[config.mk]
export PLATFORM = sky130hd
export DESIGN_NAME = updown_counter
export DESIGN_NICKNAME = d
export VERILOG_FILES = /design/src/rtl/updown_counter_pkg.sv /design/src/rtl/updown_counter_prescaler.sv /design/src/rtl/updown_counter.sv
export SDC_FILE = /design/constraint.sdc
export NUM_CORES = 1
export LEC_CHECK = 0
export BUFFER_PORTS_ARGS = -buffer_cell sky130_fd_sc_hd__clkbuf_2
export CAP_MARGIN = 0
export CELL_PAD_IN_SITES_DETAIL_PLACEMENT = 0
export CELL_PAD_IN_SITES_GLOBAL_PLACEMENT = 2
export CORE_ASPECT_RATIO = 0.8
export CORE_MARGIN = 2
export CORE_UTILIZATION = 25
export CTS_CLUSTER_DIAMETER = 150
export DETAILED_ROUTE_END_ITERATION = 6
export PLACE_DENSITY_LB_ADDON = 0.2
export SETUP_SLACK_MARGIN = 0.1
export SLEW_MARGIN = 25
export SYNTH_ARGS = -nofsm -noshare
export SYNTH_HDL_FRONTEND = slang
export SYNTH_HIERARCHICAL = 1
export SYNTH_SLANG_ARGS = --single-unit
[constraint.sdc]
create_clock -name clk -period 2.3 [get_ports clk]
set_input_delay 0.115 -clock clk [delete_from_list [all_inputs] [get_ports clk]]
set_output_delay 0.115 -clock clk [all_outputs]
set_load 0.05 [all_outputs]
[src/rtl/updown_counter_pkg.sv]
// Shared constants and helpers for the up/down counter slice.
// Imported by the counter, its prescaler and the benches.
package updown_counter_pkg;

  localparam bit DIR_UP = 1'b1;
  localparam bit DIR_DN = 1'b0;

  localparam int MODE_WRAP = 0;
  localparam int MODE_SAT  = 1;

  // ceil(log2(v)), never below 1 so a register can always be declared
  function automatic int cnt_w(input int v);
    int w;
    w = 0;
    while ((1 << w) < v) w++;
    return (w < 1) ? 1 : w;
  endfunction

endpackage

[src/rtl/updown_counter_prescaler.sv]
// Modulo-PRESCALE enable divider; emits one tick per PRESCALE enables.
// restart returns the phase to zero and suppresses the tick.
module tick_prescaler
  import updown_counter_pkg::*;
#(
  parameter int PRESCALE = 1
) (
  input  logic clk,
  input  logic rst_n,
  input  logic en,
  input  logic restart,
  output logic tick
);

  localparam int PW = cnt_w(PRESCALE);
  localparam logic [PW-1:0] LAST = PW'(PRESCALE - 1);

  logic [PW-1:0] ps_q;
  logic [PW-1:0] ps_d;

  assign tick = en & ~restart & (ps_q == LAST);

  always_comb begin
    ps_d = ps_q;
    if (restart) begin
      ps_d = '0;
    end else if (tick) begin
      ps_d = '0;
    end else if (en) begin
      ps_d = ps_q + 1'b1;
    end
  end

  always_ff @(posedge clk or negedge rst_n) begin
    if (!rst_n) begin
      ps_q <= '0;
    end else begin
      ps_q <= ps_d;
    end
  end

endmodule

[src/rtl/updown_counter.sv]
// Up/down counter with programmable terminal count, parallel load,
// wrap or saturate behaviour and a clock-enable prescaler.
module updown_counter
  import updown_counter_pkg::*;
#(
  parameter int              WIDTH    = 8,
  parameter longint unsigned MAX_VAL  = (64'd1 << WIDTH) - 64'd1,
  parameter int              SATURATE = 0,
  parameter int              PRESCALE = 1
) (
  input  logic             clk,
  input  logic             rst_n,
  input  logic             clr,
  input  logic             en,
  input  logic             up_dn,
  input  logic             load,
  input  logic [WIDTH-1:0] load_val,
  output logic [WIDTH-1:0] count,
  output logic             wrap,
  output logic             sat,
  output logic             ovf,
  output logic             at_max,
  output logic             at_min
);

  localparam logic [WIDTH-1:0] MAXV = WIDTH'(MAX_VAL);
  localparam bit SAT_MODE = (SATURATE == MODE_SAT);

  logic [WIDTH-1:0] count_q, count_d;
  logic             wrap_q, wrap_d;
  logic             sat_q, sat_d;
  logic             ovf_q, ovf_d;
  logic             tick;
  logic [WIDTH-1:0] load_clamp;

  tick_prescaler #(
    .PRESCALE(PRESCALE)
  ) u_presc (
    .clk    (clk),
    .rst_n  (rst_n),
    .en     (en),
    .restart(clr | load),
    .tick   (tick)
  );

  assign load_clamp = (load_val > MAXV) ? MAXV : load_val;
  assign at_max     = (count_q == MAXV);
  assign at_min     = (count_q == '0);

  // Range ends are compared before stepping, so the full-width
  // case never relies on natural overflow.
  always_comb begin
    count_d = count_q;
    wrap_d  = 1'b0;
    sat_d   = sat_q;
    ovf_d   = ovf_q;
    priority case (1'b1)
      clr: begin
        count_d = '0;
        sat_d   = 1'b0;
        ovf_d   = 1'b0;
      end
      load: begin
        count_d = load_clamp;
        sat_d   = 1'b0;
      end
      tick: begin
        if (up_dn == DIR_UP) begin
          if (at_max) begin
            ovf_d = 1'b1;
            if (SAT_MODE) begin
              sat_d = 1'b1;
            end else begin
              count_d = '0;
              wrap_d  = 1'b1;
            end
          end else begin
            count_d = count_q + 1'b1;
            sat_d   = 1'b0;
          end
        end else begin
          if (at_min) begin
            ovf_d = 1'b1;
            if (SAT_MODE) begin
              sat_d = 1'b1;
            end else begin
              count_d = MAXV;
              wrap_d  = 1'b1;
            end
          end else begin
            count_d = count_q - 1'b1;
            sat_d   = 1'b0;
          end
        end
      end
      default: ;
    endcase
  end

  always_ff @(posedge clk or negedge rst_n) begin
    if (!rst_n) begin
      count_q <= '0;
      wrap_q  <= 1'b0;
      sat_q   <= 1'b0;
      ovf_q   <= 1'b0;
    end else begin
      count_q <= count_d;
      wrap_q  <= wrap_d;
      sat_q   <= sat_d;
      ovf_q   <= ovf_d;
    end
  end

  assign count = count_q;
  assign wrap  = wrap_q;
  assign sat   = sat_q;
  assign ovf   = ovf_q;

endmodule

Word level (Yosys, flattened, before mapping). Index checks and enable logic that the tools add are counted.

Bits in registers: 12. Input bits: 14. Output and inout bits: 13. Logic and storage cells: 54.

Add/sub/neg operators: 3. Magnitude comparators: 1. Eq/ne operators: 5. Muxes and demuxes: 28. Bitwise gates (word level): 5. Reductions and logical operators: 7.

Operators with widths (number): 2-to-1 mux 8 bit (7); 2-to-1 mux 1 bit (21); nonzero test 3 bit (3); adder 8 x 1 -> 8 bit, second input constant (1); equality test 8 bit, second input constant (1); > comparator 8 bit, second input constant (1); zero test 8 bit (1); != test 4 bit, second input constant (2); subtractor 8 x 1 -> 8 bit, second input constant (1); AND reduction 4 bit (1); != test 3 x 2 -> 1 bit, second input constant (1); AND reduction 3 bit (1); AND 1 bit (2); != test 2 bit, second input constant (1); inverter 1 bit (2); nonzero test 2 bit (1); adder 1 bit, second input constant (1); OR 1 bit (1).

Depth between registers and ports, before layout. Gate-level depths: netlist of the first run.

Word-level depth: 7. Mapped depth: 9. Gate-level depth less buffers: 7.

By module. Netlist of the first run, hierarchy kept.

Modules (own cells, without submodules): updown_counter (instances 1, cells an instance 122, area an instance 1003.5 µm², seq. area each 250.2 µm²); tick_prescaler (instances 1, cells an instance 3, area an instance 40.0 µm², seq. area each 25.0 µm²).

Worst setup path before layout of the first run. No wires, ideal clock.

Path kind: reg2out. Start point: register count_q[0] (netlist: count[0]). End point: output port at_min. Arrival: 2035 ps. Slack: 150 ps. Stages on the path, launching flop included: 5. Buffers on the path: 0. Path through: dfrtp_1 > inv_1 > ha_1 > or3b_1 > nor2_1.

Cells in the longest elaborated chain, start to end: 1.

Ends and longest elaborated chain: start: declaration (line updown_counter.sv:29) `logic [WIDTH-1:0] count_q, count_d;`; start signal: assignment (line updown_counter.sv:107) `count_q <= count_d;`; zero test 8 bit (line updown_counter.sv:48) `assign at_min = (count_q == '0);`; end: declaration (line updown_counter.sv:23) `output logic at_min`.

Every way passes these cells.

Worst setup path after layout of the first run.
Start point: register count_q[1] (netlist: count[1]). End point: output port at_min.

Same word-level chain as after synthesis.

==> results of run 1 <==
## layout by cell type, fill, tap and decap left out, drive strengths merged, types with 4 or more instances in the layout
master / instances
a22oi: 5
inv: 9
dfrtp: 11
nand2: 4
clkbuf: 29
o21ai: 10
nor3b: 5
a21oi: 9
buf: 6
nor2: 8
## worst max-delay path: stages, from the launching register on
cell and delay, ns:
dfrtp_1 0.46, inv_1 0.11, ha_1 0.22, or3b_1 0.39, nor2_1 0.10, clkbuf_2 0.28
## kinds of logic after synthesis
kind of cell	count (synthesis)
and+or+nand+nor	45
AOI/OAI and AO/OA	43
buffers and inverters	18
DFF	11
adders and majority gates	3
xor gates and xnor gates	2
muxes	2
other	1
## final timing paths
check | start | endpoint | slack [ns] | depth (start not counted)
setup / recovery | count[1] | at_min | 0.37 | 5
hold / removal | en | u_presc/ps_q | 0.04 | 2
setup reg to reg | count[1] | count[5] | 0.41 | 6
hold reg to reg | ovf | ovf | 0.54 | 2
max in group asynchronous | rst_n | u_presc/ps_q | 1.75 | 2
min in group asynchronous | rst_n | count[3] | 0.30 | 2
## layer usage
layer | track usage, % | routed length, µm
met1 | 18.73 | 1535
met2 | 22.76 | 1419
met3 | 3.179 | 174
met4 | 8.831 | 74
met5 | 0 | 0
## cell type report
cell class	instances	area [µm²]
clock buffer	4	45.04
multi-input combinational	96	661.9
tap	55	68.82
sequential	11	275.3
timing repair buffer	32	180.2
inverter	9	33.78
fill	449	2639
## registers in the layout (all words and copies together), names as in the netlist
| name | flops |
|---|---|
| count | 8 |
| ovf | 1 |
| u_presc/ps_q | 1 |
| wrap | 1 |
## power groups by stage
stage / registers [mW] / clock network [mW] / logic [mW]
after floorplan: 0.273 / 0 / 0.159
after global placement: 0.240 / 0 / 0.268
after detailed placement: 0.240 / 0 / 0.266
after CTS: 0.237 / 0.211 / 0.268
after global routing: 0.240 / 0.218 / 0.289
final: 0.237 / 0.206 / 0.267
## through the flow
step,hold slack [ns],instance area [µm²],worst slack (ns)
3_5_place_dp,0.03237,1210,0.3357
3_3_place_gp,0.03139,1210,0.3932
5_1_grt,0.04086,1265,0.2763
6_report,0.04097,1265,0.3703
2_1_floorplan,-0.1806,1044,0.1500
4_1_cts,0.03130,1265,0.3684
==> impl_metrics.tcl, run 1 <==
set metrics [dict create \
    status "finished clean" \
    synth-simple-area-share_pct 27.46 \
    cts_root_buf "clkbuf_8" \
    totalPowerFinal_mw 0.7096 \
    cp_data_required_time_ns 2.18 \
    ant_nets 0 \
    htreeDepth 1 \
    maxCapViolCount 0 \
    synth_top_cell_area_share_pct 26.38 \
    ys_seq_area_share_pct 26.38 \
    syn2layout_area_growth_pct 21.22 \
    clkSlewWorstSetupHoldPaths_ns 0.06 \
    post_cts_resize_count 0 \
    power.density_nw_per_um2 561.0 \
    path_max_fanout 7 \
    cts_tree "yes" \
    synthMuxAreaShare_pct 2.038 \
    synthArstFlopShare_pct 100.0 \
    setup_tns_ns 0 \
    drt-wirelength-per-cell_um 15.48 \
    core_um2 3904 \
    internal-power_mw 0.4254 \
    synth_top_family_by_area "compound AO/OA/AOI/OAI gates" \
    worstSetupEndpointType "output port" \
    die_h_um 61.79 \
    ctsLongestPathBuffers 2 \
    period_share_pct 83.90 \
    yosysWarnings 6 \
    grt_max_degree 17 \
    grt_remaining_overflow 0 \
    firstDrtPassIters 5 \
    portBuffers 25 \
    drt_iter0_markers 42 \
    comb_power_share_pct 37.6 \
    post-cts-setup-buffers 0 \
    power_switching_share_pct 40.05 \
    hold_path.class "in2reg" \
    ios 27 \
    peakVddDrop_mv 0.2442 \
    fp.dieArea_um2 4710 \
    grt.total_usage_pct 14.46 \
    fmax_mhz 518.2 \
    period_minus_slack_ns 1.930 \
    wl_um 3204 \
    p_leak_nw 0.5232 \
    cts_sinks 11 \
    power_switching_mw 0.2842 \
    diodes 0 \
    rsz0062_at_grt "false" \
    grt_pass1_vias 1048 \
    arrival_ns 1.81 \
    dr_total_vias 1077 \
    critPathKind "reg2out" \
    clockPowerShare_pct 29.0 \
    syn_nets 142 \
    dpl.hpwl_um 2472 \
    clock_latency_ns 0.25 \
    grt_pass1_wl_um 5175 \
    numCtsBuffers 3 \
    p_seq_share_pct 33.4 \
    dieWidth_um 76.23 \
    synthAdderAreaFrac_pct 3.597 \
    finalMaxSlewViolations 0 \
    fin_cells 207 \
    synth_most_common_cell "dfrtp_1" \
    synthXorXnorAreaFrac_pct 1.679 \
    synth_compound_area_share_pct 28.30 \
    synth_top_flop_cell "dfrtp_1" \
    synth_top_area_cell "dfrtp_1" \
    viasPerCell 5.203 \
    antenna_found_initial 0 \
    nets 170 \
    start_util_pct 26.73 \
    drive_above_1_share_pct 28.29 \
    syn_inst 125 \
    synth_edf_count 0 \
    hold_buffers 1 \
    yosys-top-cells-count "11 x dfrtp_1, 9 x a21oi_1, 9 x inv_1" \
    synth_seq_cells 11 \
    postLayoutCoreUtil_pct 32.40 \
    worstSetupStartpointType "register" \
    synth.distinct_cells 51 \
    yosys-top-cells-area "dfrtp_1 26%, a21oi_1 4.3%, buf_6 4.3%" \
    synth.cell_area_um2 1044 \
    dpl.cell_count 202 \
    gp_congestion 0.8282 \
    hold_viol 0 \
    drc 0 \
    avgSynthCellArea_um2 8.348 \
    setup_viol 0 \
    row_count 20 \
    clock_skew_ns 0.007181 \
]
Note: power is estimated with default switching activity, not from simulation.
==> run 2, diff against run 1 <==
- ABC_AREA: not set -> 1
- clock period: 2.3 -> 2 ns (I/O delays scaled with it)
==> impl_metrics.tcl, run 2 <==
set metrics [dict create \
    antenna_found_initial 0 \
    ant_nets 0 \
    path_max_fanout 5 \
    period_share_pct 85.33 \
    postLayoutCoreUtil_pct 31.86 \
    synth_edf_count 0 \
    drive_above_1_share_pct 25.00 \
    numCtsBuffers 3 \
    period_minus_slack_ns 1.707 \
    wl_um 2885 \
    nets 206 \
    final_cell_mix "43 x nand2_1, 25 x clkbuf_2, 22 x nor2_1" \
    hold_path.class "in2reg" \
    gp_congestion 0.7593 \
    cts_root_buf "clkbuf_8" \
    avgSynthCellArea_um2 6.370 \
    maxCapViolCount 0 \
    synth_seq_cells 11 \
    post-cts-setup-buffers 0 \
    peakVddDrop_mv 0.3121 \
    dp_slack_ns 0.4520 \
    status "finished clean" \
    cp_data_required_time_ns 1.90 \
    timing.critical_path.cells "inv_1 > ha_1 > nand3_1 > nor2_4 > clkbuf_2" \
    finalMaxSlewViolations 0 \
    clock_skew_ns 0.004574 \
    worst_slew_margin_rel_pct 61.64 \
    dieWidth_um 76.28 \
    row_count 20 \
    synth_top_cell_area_share_pct 26.35 \
    grt_pass1_vias 979 \
    portBuffers 25 \
    synth.distinct_cells 23 \
    largest_reg_flops 8 \
    syn_inst 164 \
    final_common_cell "nand2_1" \
    drc 0 \
    worstMarginPinSlew_ns 0.5733 \
    setup_viol 0 \
    htreeDepth 1 \
    viasPerCell 4.317 \
    syn_nets 181 \
    die_h_um 61.82 \
    clockPowerShare_pct 26.6 \
    fmax_mhz 586.0 \
    synth_top_flop_cell "dfrtp_1" \
    cpMaxStageDelayCell "dfrtp_1" \
    grt_max_degree 14 \
    ctsLongestPathBuffers 2 \
    comb_power_share_pct 38.6 \
    yosysWarnings 6 \
    internal-power_mw 0.4853 \
    fin_cells 243 \
    synth.cell_area_um2 1045 \
    ios 27 \
    start_util_pct 26.76 \
    cts_tree "yes" \
    cts_sinks 11 \
    drt_iter0_markers 34 \
    power_switching_share_pct 42.95 \
    fp.dieArea_um2 4715 \
    rsz0062_at_grt "false" \
    grt.total_usage_pct 13.00 \
    p_leak_nw 0.6565 \
    firstDrtPassIters 4 \
    clkSlewWorstSetupHoldPaths_ns 0.05 \
    critPathKind "reg2out" \
    syn2layout_area_growth_pct 19.04 \
    layout_setup_ws_ns 0.2935 \
    setup_tns_ns 0 \
    synth_most_common_cell "nand2_1" \
    grt_remaining_overflow 0 \
    yosys-top-cells-count "43 x nand2_1, 22 x nor2_1, 21 x inv_1" \
    synthArstFlopShare_pct 100.0 \
    yosys-top-cells-area "dfrtp_1 26%, nand2_1 15%, nor2_1 7.9%" \
    drt-wirelength-per-cell_um 11.87 \
    nFillCells 477 \
    dpl.cell_count 238 \
    grt_pass1_wl_um 4761 \
    diodes 0 \
    hold_slack_ns 0.01834 \
    power.density_nw_per_um2 684.0 \
    p_seq_share_pct 34.8 \
    core_um2 3904 \
    slowest_delay_ns 0.42 \
    clock_latency_ns 0.24 \
    worstSetupEndpointType "output port" \
    power_switching_mw 0.3653 \
    dr_total_vias 1049 \
    ys_seq_area_share_pct 26.35 \
    worstSetupStartpointType "register" \
    arrival_ns 1.61 \
    dpl.hpwl_um 2306 \
    hold_viol 0 \
    synth_top_area_cell "dfrtp_1" \
]
run 2: power by group through the flow:
stage	registers, mW	clock network, mW	logic, mW
3_3_place_gp	0.300	0	0.332
3_5_place_dp	0.300	0	0.330
2_1_floorplan	0.338	0	0.219
6_report	0.296	0.226	0.328
5_1_grt	0.302	0.246	0.366
4_1_cts	0.296	0.237	0.333
run 2: kinds of logic after synthesis:
| logic type | after synthesis | share of synthesized area, % |
|---|---|---|
| AND/OR/NAND/NOR | 94 | 41.68 |
| buffers and inverters | 33 | 14.85 |
| AO/OA/AOI/OAI | 19 | 10.66 |
| flip-flops | 11 | 26.35 |
| XOR/XNOR | 3 | 2.515 |
| adder cells (fa/ha/maj) | 3 | 3.593 |
| other | 1 | 0.3589 |
run 2: worst max-delay path, delay by kind of cell (launching register included):
family,cells,cell delay [ns]
buf+inv,2,0.47
flops,1,0.42
simple gates,2,0.30
fa+ha+maj,1,0.19
run 2: metrics by stage:
stage | instance area [µm²] | total power [mW]
after CTS | 1244 | 0.8669
final | 1244 | 0.8507
after global placement | 1189 | 0.6319
after floorplan | 1045 | 0.5573
after global routing | 1244 | 0.9139
after detailed placement | 1189 | 0.6305
run 2: repair_timing:
action | in CTS | in global routing
resized for setup | 0 | 0
endpoints found under the hold margin | 11 | 0
hold buffers | 1 | 0
run 2: layout make-up:
cell class	count	area, µm²	share of cell area (%)
multi-input cells	120	614.3	49.40
flip-flops and latches	11	275.3	22.13
repair buffers	27	142.6	11.47
inverters	26	97.59	7.847
well taps	55	68.82	5.533
clock buffers	4	45.04	3.622
run 2: final timing paths:
path	startpoint	to	slack [ns]	cells past startpoint
min in group asynchronous	rst_n	count[6]	0.29	2
min	en	u_presc/ps_q	0.02	2
max reg2reg	count[0]	count[7]	0.46	8
max in group asynchronous	rst_n	wrap	1.45	2
max	count[0]	at_min	0.29	5
min reg2reg	ovf	ovf	0.49	2
run 2: metal layers:
layer  share of wire [%]  track usage (%)  up-vias
li1                    -                -      556
met1                  51            16.86      474
met2                  46            22.50       19
met3                 3.8            3.179        0
met4                   0            3.117        0
met5                   0                0        -
